--- src/rtl/decoder_scan_ctrl.sv ---
// Channel scan sequencer for the 3-to-8 decoder: walks the enabled channels of
// a mask, holds each for a programmable dwell, and drops en between channels
// so the decoder select never changes while its outputs are enabled.
//
//  state | meaning
//  IDLE  | waiting for start; en=0, busy=0
//  DWELL | channel sel enabled; counting dwell cycles
//  BLANK | en low between channels; sel still holds the old channel
module decoder_scan_ctrl #(
    parameter int DW        = 8,
    parameter int BLANK_CYC = 1
) (
    input  logic          clk,
    input  logic          rst,
    input  logic          start,
    input  logic          stop,
    input  logic          cont,
    input  logic [7:0]    ch_mask,
    input  logic [DW-1:0] dwell,
    output logic [2:0]    sel,
    output logic          en,
    output logic          busy,
    output logic          frame,
    output logic          done
);

    localparam int BW = (BLANK_CYC < 2) ? 1 : $clog2(BLANK_CYC + 1);

    typedef enum logic [1:0] {
        IDLE  = 2'd0,
        DWELL = 2'd1,
        BLANK = 2'd2
    } state_t;

    state_t        state, state_d;
    logic [7:0]    mask_q, mask_d;
    logic [DW-1:0] dwell_q, dwell_d;
    logic          cont_q, cont_d;
    logic [DW-1:0] cnt, cnt_d;
    logic [BW-1:0] bcnt, bcnt_d;
    logic [2:0]    sel_d;
    logic          en_d, busy_d, frame_d, done_d;

    logic [DW-1:0] dwell_eff;
    logic [2:0]    first_idx;
    logic [2:0]    next_idx;
    logic [2:0]    scan_idx;
    logic          next_found;
    logic          wrap;
    logic          advance;

    // A latched dwell of zero behaves as one cycle.
    assign dwell_eff = (dwell_q == '0) ? DW'(1) : dwell_q;

    // Lowest enabled channel of the incoming mask, used when a sweep starts.
    always_comb begin
        first_idx = 3'd0;
        for (int i = 7; i >= 0; i--) begin
            if (ch_mask[i]) first_idx = 3'(i);
        end
    end

    // Next enabled channel strictly above sel, wrapping 7->0; a full turn
    // lands back on sel itself, which covers single-channel masks.
    always_comb begin
        next_idx   = sel;
        scan_idx   = sel;
        next_found = 1'b0;
        for (int i = 1; i <= 8; i++) begin
            scan_idx = sel + 3'(i);
            if (!next_found && mask_q[scan_idx]) begin
                next_idx   = scan_idx;
                next_found = 1'b1;
            end
        end
        wrap = (next_idx <= sel);
    end

    // Next-state and next-output logic; all outputs are registered below.
    always_comb begin
        state_d = state;
        sel_d   = sel;
        en_d    = en;
        busy_d  = busy;
        frame_d = 1'b0;
        done_d  = 1'b0;
        cnt_d   = cnt;
        bcnt_d  = bcnt;
        mask_d  = mask_q;
        dwell_d = dwell_q;
        cont_d  = cont_q;
        advance = 1'b0;

        case (state)
            IDLE: begin
                en_d   = 1'b0;
                busy_d = 1'b0;
                if (start && !stop && (ch_mask != 8'd0)) begin
                    mask_d  = ch_mask;
                    dwell_d = dwell;
                    cont_d  = cont;
                    sel_d   = first_idx;
                    state_d = DWELL;
                    en_d    = 1'b1;
                    busy_d  = 1'b1;
                    cnt_d   = DW'(1);
                end
            end
            DWELL: begin
                if (stop) begin
                    state_d = IDLE;
                    en_d    = 1'b0;
                    busy_d  = 1'b0;
                end else if (cnt == dwell_eff) begin
                    if (BLANK_CYC == 0) begin
                        advance = 1'b1;
                    end else begin
                        state_d = BLANK;
                        en_d    = 1'b0;
                        bcnt_d  = BW'(1);
                    end
                end else begin
                    cnt_d = cnt + DW'(1);
                end
            end
            BLANK: begin
                if (stop) begin
                    state_d = IDLE;
                    en_d    = 1'b0;
                    busy_d  = 1'b0;
                end else if (bcnt == BW'(BLANK_CYC)) begin
                    advance = 1'b1;
                end else begin
                    bcnt_d = bcnt + BW'(1);
                end
            end
            default: begin
                state_d = IDLE;
                en_d    = 1'b0;
                busy_d  = 1'b0;
            end
        endcase

        // Moving to the next channel: a wrap marks the end of a sweep.
        if (advance) begin
            if (wrap && !cont_q) begin
                state_d = IDLE;
                en_d    = 1'b0;
                busy_d  = 1'b0;
                frame_d = 1'b1;
                done_d  = 1'b1;
            end else begin
                frame_d = wrap;
                sel_d   = next_idx;
                state_d = DWELL;
                en_d    = 1'b1;
                cnt_d   = DW'(1);
            end
        end
    end

    // State, latched configuration, counters and outputs.
    always_ff @(posedge clk) begin
        if (rst) begin
            state   <= IDLE;
            sel     <= 3'd0;
            en      <= 1'b0;
            busy    <= 1'b0;
            frame   <= 1'b0;
            done    <= 1'b0;
            cnt     <= '0;
            bcnt    <= '0;
            mask_q  <= 8'd0;
            dwell_q <= '0;
            cont_q  <= 1'b0;
        end else begin
            state   <= state_d;
            sel     <= sel_d;
            en      <= en_d;
            busy    <= busy_d;
            frame   <= frame_d;
            done    <= done_d;
            cnt     <= cnt_d;
            bcnt    <= bcnt_d;
            mask_q  <= mask_d;
            dwell_q <= dwell_d;
            cont_q  <= cont_d;
        end
    end

endmodule

--- config.mk ---
export PLATFORM = sky130hd
export DESIGN_NAME = decoder_scan_ctrl
export DESIGN_NICKNAME = d
export VERILOG_FILES = /design/src/rtl/decoder_scan_ctrl.sv
export SDC_FILE = /design/constraint.sdc
export NUM_CORES = 1
export LEC_CHECK = 0
export BUFFER_PORTS_ARGS = -buffer_cell sky130_fd_sc_hd__buf_2
export CAP_MARGIN = 10
export CORE_MARGIN = 2
export CORE_UTILIZATION = 45
export CTS_BUF_LIST = sky130_fd_sc_hd__clkbuf_4
export CTS_CLUSTER_SIZE = 14
export DETAILED_ROUTE_END_ITERATION = 10
export PLACE_DENSITY = 0.66
export SYNTH_ARGS = -nofsm -noshare
export SYNTH_HDL_FRONTEND = slang
export SYNTH_SLANG_ARGS = --single-unit
--- constraint.sdc ---
create_clock -name clk -period 4.6 [get_ports clk]
set_input_delay 0.92 -clock clk [delete_from_list [all_inputs] [get_ports clk]]
set_output_delay 0.92 -clock clk [all_outputs]
set_load 0.02 [all_outputs]
==> results of run 1 <==
## layer usage
layer / GRT usage / share of wire / vias to the layer above
li1: - / - / 1290
met1: 0.300 / 0.48 / 1227
met2: 0.310 / 0.43 / 87
met3: 0.0413 / 0.071 / 6
met4: 0.0606 / 0.0095 / 0
met5: 0 / 0 / -
## synthesized netlist by cell type, types with 2 or more instances
cell type  number  area, um2
or2_2           2       12.5
nor2_1         13       48.8
a211oi_1        5       37.5
buf_2           4       20.0
mux2i_1        11        110
mux2_1          3       33.8
a211o_1         5       43.8
a21o_1          2       15.0
mux4_2         11        248
a22oi_1         3       22.5
o21ai_0        11       55.1
nor3_1          7       35.0
nand3_1        10       50.1
nand2_1        52        195
buf_6           6       67.6
a21oi_1        40        200
o21bai_1        2       15.0
dfxtp_1        35        701
ha_1           10        125
a32oi_1         2       17.5
or3b_1          2       17.5
and2_1          2       12.5
nor4b_2         2       30.0
nor2b_1         2       12.5
nor3b_1         4       30.0
clkbuf_1       10       37.5
and3_1          7       43.8
xor2_1          9       78.8
a221oi_2        2       30.0
nor4_1          7       43.8
inv_1          18       67.6
xnor2_1         7       61.3
mux2_2         10        113
## layout make-up
type / count / share of cell area
clock inverter: 3 / 0.0138
clock buffer: 5 / 0.0118
sequential: 35 / 0.221
tap: 77 / 0.0303
inverter: 18 / 0.0213
timing repair buffer: 35 / 0.0614
multi-input combinational: 268 / 0.641
## state kept, by name (all words and copies together), names as in the netlist, 2 cells and up
name	count
state	2
mask_q	8
cnt	8
sel	3
dwell_q	8
## power groups by stage
| stage | combinational, mW | sequential, mW | clock (mW) |
|---|---|---|---|
| finish | 0.355 | 0.352 | 0.226 |
| CTS | 0.339 | 0.351 | 0.232 |
| global route | 0.400 | 0.356 | 0.243 |
| detailed placement | 0.337 | 0.358 | 0 |
| floorplan | 0.272 | 0.351 | 0 |
| global placement | 0.333 | 0.357 | 0 |
## critical path, cell delays in order (launching register included)
cell and delay [ps]:
dfxtp_1 350, inv_1 60, ha_2 490, mux2_2 400, mux2i_1 250, a22o_2 260, nor3b_1 270, o21ai_0 160
a211oi_1 250, o21bai_1 80, ha_1 300, nor2b_1 130, o21ai_0 100, a32oi_2 250, o21ba_4 260, nand2_1 70
a2111oi_1 390, nor3_1 90
## per-stage QoR
stage               total power [mW]  hold slack [ps]
detailed placement             0.696              444
global route                   0.999              489
CTS                            0.923              459
global placement               0.690              442
floorplan                      0.622              436
finish                         0.933              458
## cells by family after synthesis
family,count (synthesis),synth area share
buffers and inverters,39,0.0676
AND/OR/NAND/NOR,119,0.213
multiplexers,36,0.179
flip-flops,35,0.241
XOR/XNOR,17,0.0577
AO/OA/AOI/OAI,86,0.199
adder cells (fa/ha/maj),10,0.0431
## timing repair
item | 4_1_cts | 5_1_grt
gates resized for setup | 0 | 6
buffers inserted | 0 | 0
hold buffers | 0 | 0
setup endpoints to repair | 0 | 7
## worst paths after layout
kind	end	slack (ps)	cells past startpoint
max	sel[1]	320	17
min	en	460	2
min reg2reg	en	460	2
max reg2reg	sel[1]	320	17
==> metrics.md, run 1 <==
| Metric | Value |
|---|---|
| Clock tree sinks | 35 |
| Final setup fails | 0 |
| Sw Pwr | 343 uW |
| NumNets Final | 394 |
| Worst Setup SP | sel[1] |
| Initial antenna violation count | 0 |
| Max Clock Freq | 234 MHz |
| Die area | 0.00711 mm2 |
| Total Routing Usage GR | 0.206 |
| Final design area excluding fillers | between 0.003 and 0.004 mm2 |
| CP Class | register to register |
| CTS Buffer Depth | 2 |
| Routed len/inst | 15.7 um |
| Startpoint types | register |
| CP Capture Type | register |
| Storage cell area | roughly 700 um2 |
| Worst-path clk slew | around 110 ps |
| Crit path DAT | 4510 ps |
| DRT iter0 DRCs | 124 |
| Worst slack at placement | 232 ps |
| Synthesized netlist cell count | approximately 340 |
| Vias in the first global route | 2456 |
| Setup ws final | between 300 and 400 ps |
| Fill count | 654 |
| Max-Cap Viols | 0 |
| Leak | ~1.3 nW |
| Fin crit share | 0.930 |
| H-tree Lvls | 2 |
| Vias per Instance | 5.92 |
| Clk pwr share | 0.242 |
| Number of synthesized flops with an enable pin | 0 |
| Ys async rst share | 0 |
| Drt total wl | a little under 7000 um |
| Placeable Area | 0.00631 mm2 |
| Post-DRT Antenna Nets | 0 |
| Yosys reg bits | 35 |
| Largest net degree at the start of global routing | 30 |
| Seq pwr share | 0.377 |
| Vias | approximately 2600 |
| Ys Warns | 0 |
| Die extent in y | 84.4 um |
| Slew at the pin closest to its max-slew limit | between 800 and 900 ps |
| Worst R2R Start | sel[1] |
| CTS tree | built |
| Hold Startpoint | en |
| Placed cell area | slightly above 0.003 mm2 |
| Relative slew slack | 0.457 |
| Cell Area, Synth | approximately 0.0029 mm2 |
| Switching Fraction | 0.367 |
| Final Hold Vio Count | 0 |
| Worst-skew pair later-pin latency | ~350 ps |
| Area taken by multi-input logic gates | a little over 0.002 mm2 |
| Grt total ovfl | 0 |
| Worst hold path class | register to register |
| PortBufs | 27 |
| Main synth FF type | dfxtp_1 |
| Combinational share of power | 0.380 |
| Count of cell types in the netlist | 59 |
| DRC Markers | 0 |
| Seq/Total Area, Yosys | 0.241 |
| Initial core utilization | 0.460 |
| Share of cells above drive strength 1 | 0.234 |
| Fin cells | 441 |
| Final setup TNS | 0 ps |
| Avg Inst Size Synth | 8.49 um2 |
| I/O pin count | 28 |
| Pins over their slew limit | 0 |
| PD cells | about 290 mW/mm2 |
| Internal Pwr Total | 590 uW |
| Worst vdd ir | around 0.00021 V |
| RSZ-0062 raised after global routing | no |
| Status | completed |
| Worst Path Max Fanout | 11 |
| Syn-to-layout area delta | 9.35% |
| Final min period | 4280 ps |
| Commonest cells after routing, fill and taps aside | 52 x nand2_1, 40 x a21oi_1, 35 x dfxtp_1 |
| Commonest non-fill, non-tap cell in the layout | nand2_1 |
| Diodes inserted | 0 |
| WP data required | 4830 ps |
| Layout Utilization | 0.503 |
| Skew final | 14.3 ps |
| Placer Congestion | roughly 0.89 |
| Placed cells | 433 |
| Total CTS buffers | 5 |
| First-pass GRT wire length | 12000 um |
| CTS root buf | clkbuf_4 |
| Detailed Routing Iterations Pass 1 | 5 |
| Syn nets | ~370 |
| DIE WIDTH | ~84 um |
| HPWL after DPL | 5130 um |
| Std-Cell Rows | 29 |
(Power assumes the default switching activity.)
==> run 2, diff against run 1 <==
ABC_AREA = 1   (was default)
==> run 2 against run 1 <==
  * Cell count is 14% higher
  * Power is 23% higher
  * Routed wire length is 7.0% lower
  * Highest routed layer unchanged
  * Critical endpoint is now cnt[5]
  * Clock power is 24% higher
  * Sequential cell count stayed put
  * Hold slack better by 21 ps
  * Worst setup slack better by 410 ps
==> metrics.md, run 2 <==
| Metric | Value |
|---|---|
| Syn nets | 439 (was 373) |
| Skew final | 9.60 ps (was 14.3 ps) |
| Worst path most repeated cell | nand2_1 (was o21ai_0) |
| Placer Congestion | 0.930 (was 0.890) |
| Seq/Total Area, Yosys | 0.271 (was 0.241) |
| CP Class | register to register (unchanged) |
| Buffers plus inverters on the worst setup path | 4 (was 1) |
| Vias in the first global route | 2429 (was 2456) |
| Diodes inserted | 0 (unchanged) |
| HPWL after DPL | 4950 um (was 5130 um) |
| Drt total wl | 6440 um (was 6930 um) |
| H-tree Lvls | 2 (unchanged) |
| Placed cells | 493 (was 433) |
| Syn-to-layout area delta | 9.71% (was 9.35%) |
| Vias per Instance | 5.27 (was 5.92) |
| RSZ-0062 raised after global routing | no (unchanged) |
| Initial core utilization | 0.467 (was 0.460) |
| Relative slew slack | 0.681 (was 0.457) |
| Share of cells above drive strength 1 | 0.135 (was 0.234) |
| Synth area leaders | dfxtp_1 27%, nand2_1 17%, nand3_1 7.0% (was dfxtp_1 24%, mux4_2 8.5%, a21oi_1 6.9%) |
| Fill count | 574 (was 654) |
| Fin cells | 501 (was 441) |
| Leak | 1.33 nW (was 1.26 nW) |
| Setup ws final | 729 ps (was 323 ps) |
| Cell Area, Synth | 0.00259 mm2 (was 0.00291 mm2) |
| Crit-path cells | inv_1 > ha_1 > inv_1 > nand3_1 > nand2_1 > nand2_1 > nand2_1 > nand3_2 > nor2_4 > nand4_2 > clkinv_1 > nand2_1 > o21ai_2 > ha_1 > a21oi_1 > o21ai_0 > nand2_1 > nand2_1 > nand2_1 > inv_1 > nor2_2 > o21ai_0 > a21oi_1 (was inv_1 > ha_2 > mux2_2 > mux2i_1 > a22o_2 > nor3b_1 > o21ai_0 > a211oi_1 > o21bai_1 > ha_1 > nor2b_1 > o21ai_0 > a32oi_2 > o21ba_4 > nand2_1 > a2111oi_1 > nor3_1) |
| Max-Cap Viols | 0 (unchanged) |
| Placed cell area | 0.00273 mm2 (was 0.00307 mm2) |
| Detailed Routing Iterations Pass 1 | 5 (unchanged) |
| Final setup TNS | 0 ps (unchanged) |
| Worst vdd ir | 0.000257 V (was 0.000208 V) |
| Largest registers | cnt (8), dwell_q (8), mask_q (8) (unchanged) |
| Hold Slack | 479 ps (was 458 ps) |
| Avg Inst Size Synth | 6.35 um2 (was 8.49 um2) |
| Ys Warns | 0 (unchanged) |
| Slowest CP cell | dfxtp_1 (was ha_2) |
| Top-area cell type share of the netlist area | 0.271 (was 0.241) |
| Worst hold path class | register to register (unchanged) |
| Std-Cell Rows | 27 (was 29) |
| Worst slack at placement | 596 ps (was 232 ps) |
| Most frequent cell after synthesis | nand2_1 (unchanged) |
| Grt total ovfl | 0 (unchanged) |
| Die extent in y | 79.9 um (was 84.4 um) |
| CTS root buf | clkbuf_4 (unchanged) |
| First-pass GRT wire length | 11100 um (was 12000 um) |
| Worst-skew pair later-pin latency | 350 ps (about the same) |
| Total Routing Usage GR | 0.220 (was 0.206) |
| DIE WIDTH | 79.9 um (was 84.4 um) |
| Count of cell types in the netlist | 38 (was 59) |
| Worst-path clk slew | 110 ps (about the same) |
| Main synth FF type | dfxtp_1 (unchanged) |
| NumNets Final | 459 (was 394) |
| Status | completed (unchanged) |
| Delay-heaviest family, CP | simple AND/OR/NAND/NOR gates (was compound AO/OA/AOI/OAI gates) |
| Placeable Area | 0.00554 mm2 (was 0.00631 mm2) |
| WP data required | 4880 ps (was 4830 ps) |
| Hold-fix buffers at CTS | 0 (unchanged) |
| Number of synthesized flops with an enable pin | 0 (unchanged) |
| DRT iter0 DRCs | 186 (was 124) |
| CTS tree | built (unchanged) |
| Final Hold Vio Count | 0 (unchanged) |
| Initial antenna violation count | 0 (unchanged) |
| Fin crit share | 0.841 (was 0.930) |
| Layout Utilization | 0.513 (was 0.503) |
| Vias | 2642 (was 2610) |
| Worst Path Max Fanout | 10 (was 11) |
| Clock tree sinks | 35 (unchanged) |
| DRC Markers | 0 (unchanged) |
| PD cells | 402 mW/mm2 (was 294 mW/mm2) |
| Final setup fails | 0 (unchanged) |
| CP Capture Type | register (unchanged) |
| Post-synth top cells | 117 x nand2_1, 36 x nand3_1, 35 x dfxtp_1 (was 52 x nand2_1, 40 x a21oi_1, 35 x dfxtp_1) |
| Post-DRT Antenna Nets | 0 (unchanged) |
| Commonest non-fill, non-tap cell in the layout | nand2_1 (unchanged) |
| Commonest cells after routing, fill and taps aside | 117 x nand2_1, 36 x nand3_1, 35 x dfxtp_1 (was 52 x nand2_1, 40 x a21oi_1, 35 x dfxtp_1) |
| CTS Buffer Depth | 2 (unchanged) |
| Routed len/inst | 12.9 um (was 15.7 um) |
| Final design area excluding fillers | 0.00284 mm2 (was 0.00318 mm2) |
| Largest net degree at the start of global routing | 26 (was 30) |
| Yosys reg bits | 35 (unchanged) |
| Power Total | 1.14 mW (was 933 uW) |
| Pins over their slew limit | 0 (unchanged) |
| Max Clock Freq | 258 MHz (was 234 MHz) |
| Crit-path max cell delay | 580 ps (was 490 ps) |
| I/O pin count | 28 (unchanged) |
| Total CTS buffers | 5 (unchanged) |
| Startpoint types | register (unchanged) |
| Synthesized netlist cell count | 408 (was 342) |
| Slew at the pin closest to its max-slew limit | 478 ps (was 806 ps) |
| Ys async rst share | 0 (unchanged) |
| Die area | 0.00638 mm2 (was 0.00711 mm2) |
| Final min period | 3870 ps (was 4280 ps) |
| PortBufs | 27 (unchanged) |
| Crit path DAT | 4150 ps (was 4510 ps) |
| Area leader, netlist | dfxtp_1 (unchanged) |
## run 2: worst min-delay path, delay by kind of cell, from the launching register on
kind / cells / cell delay (ps)
flops: 1 / 330
simple gates: 1 / 60
compound gates: 1 / 60
## run 2: logic make-up after synthesis
logic type,synth area share
AOI/OAI and AO/OA,0.168
DFF,0.271
adders and majority gates,0.0483
buffers and inverters,0.0937
and+or+nand+nor,0.366
xor gates and xnor gates,0.0536
## run 2: routing by layer
metal  GRT usage  routed length (um)
met1       0.296                3210
met2       0.361                2880
met3      0.0385                 263
met4      0.0593                  82
met5           0                   0
## run 2: timing repair
action / in CTS / in global routing
gates resized for setup: 0 / 1
setup buffers: 0 / 0
endpoints found under the setup margin: 0 / 5
## run 2: path summary, 6_finish.rpt
check                            start      to  slack (ps)  depth (start not counted)
worst max-delay path            sel[1]  cnt[5]         730                         23
worst min-delay path                en      en         480                          2
worst max register to register  sel[1]  cnt[5]         730                         23
worst min register to register      en      en         480                          2
## run 2: report_power, final
group | switching [mW] | internal [mW]
Clock | 0.111 | 0.169
Sequential | 0.0590 | 0.345
Combinational | 0.284 | 0.175
## run 2: cell type report
| cell class | count | area, um2 | area share |
|---|---|---|---|
| Clock buffer | 5 | 37.5 | 0.0132 |
| Inverter | 41 | 154 | 0.0542 |
| Sequential cell | 35 | 701 | 0.247 |
| Multi-Input combinational cell | 317 | 1650 | 0.580 |
| Timing Repair Buffer | 28 | 143 | 0.0502 |
| Tap cell | 72 | 90.1 | 0.0317 |
| Clock inverter | 3 | 67.6 | 0.0238 |
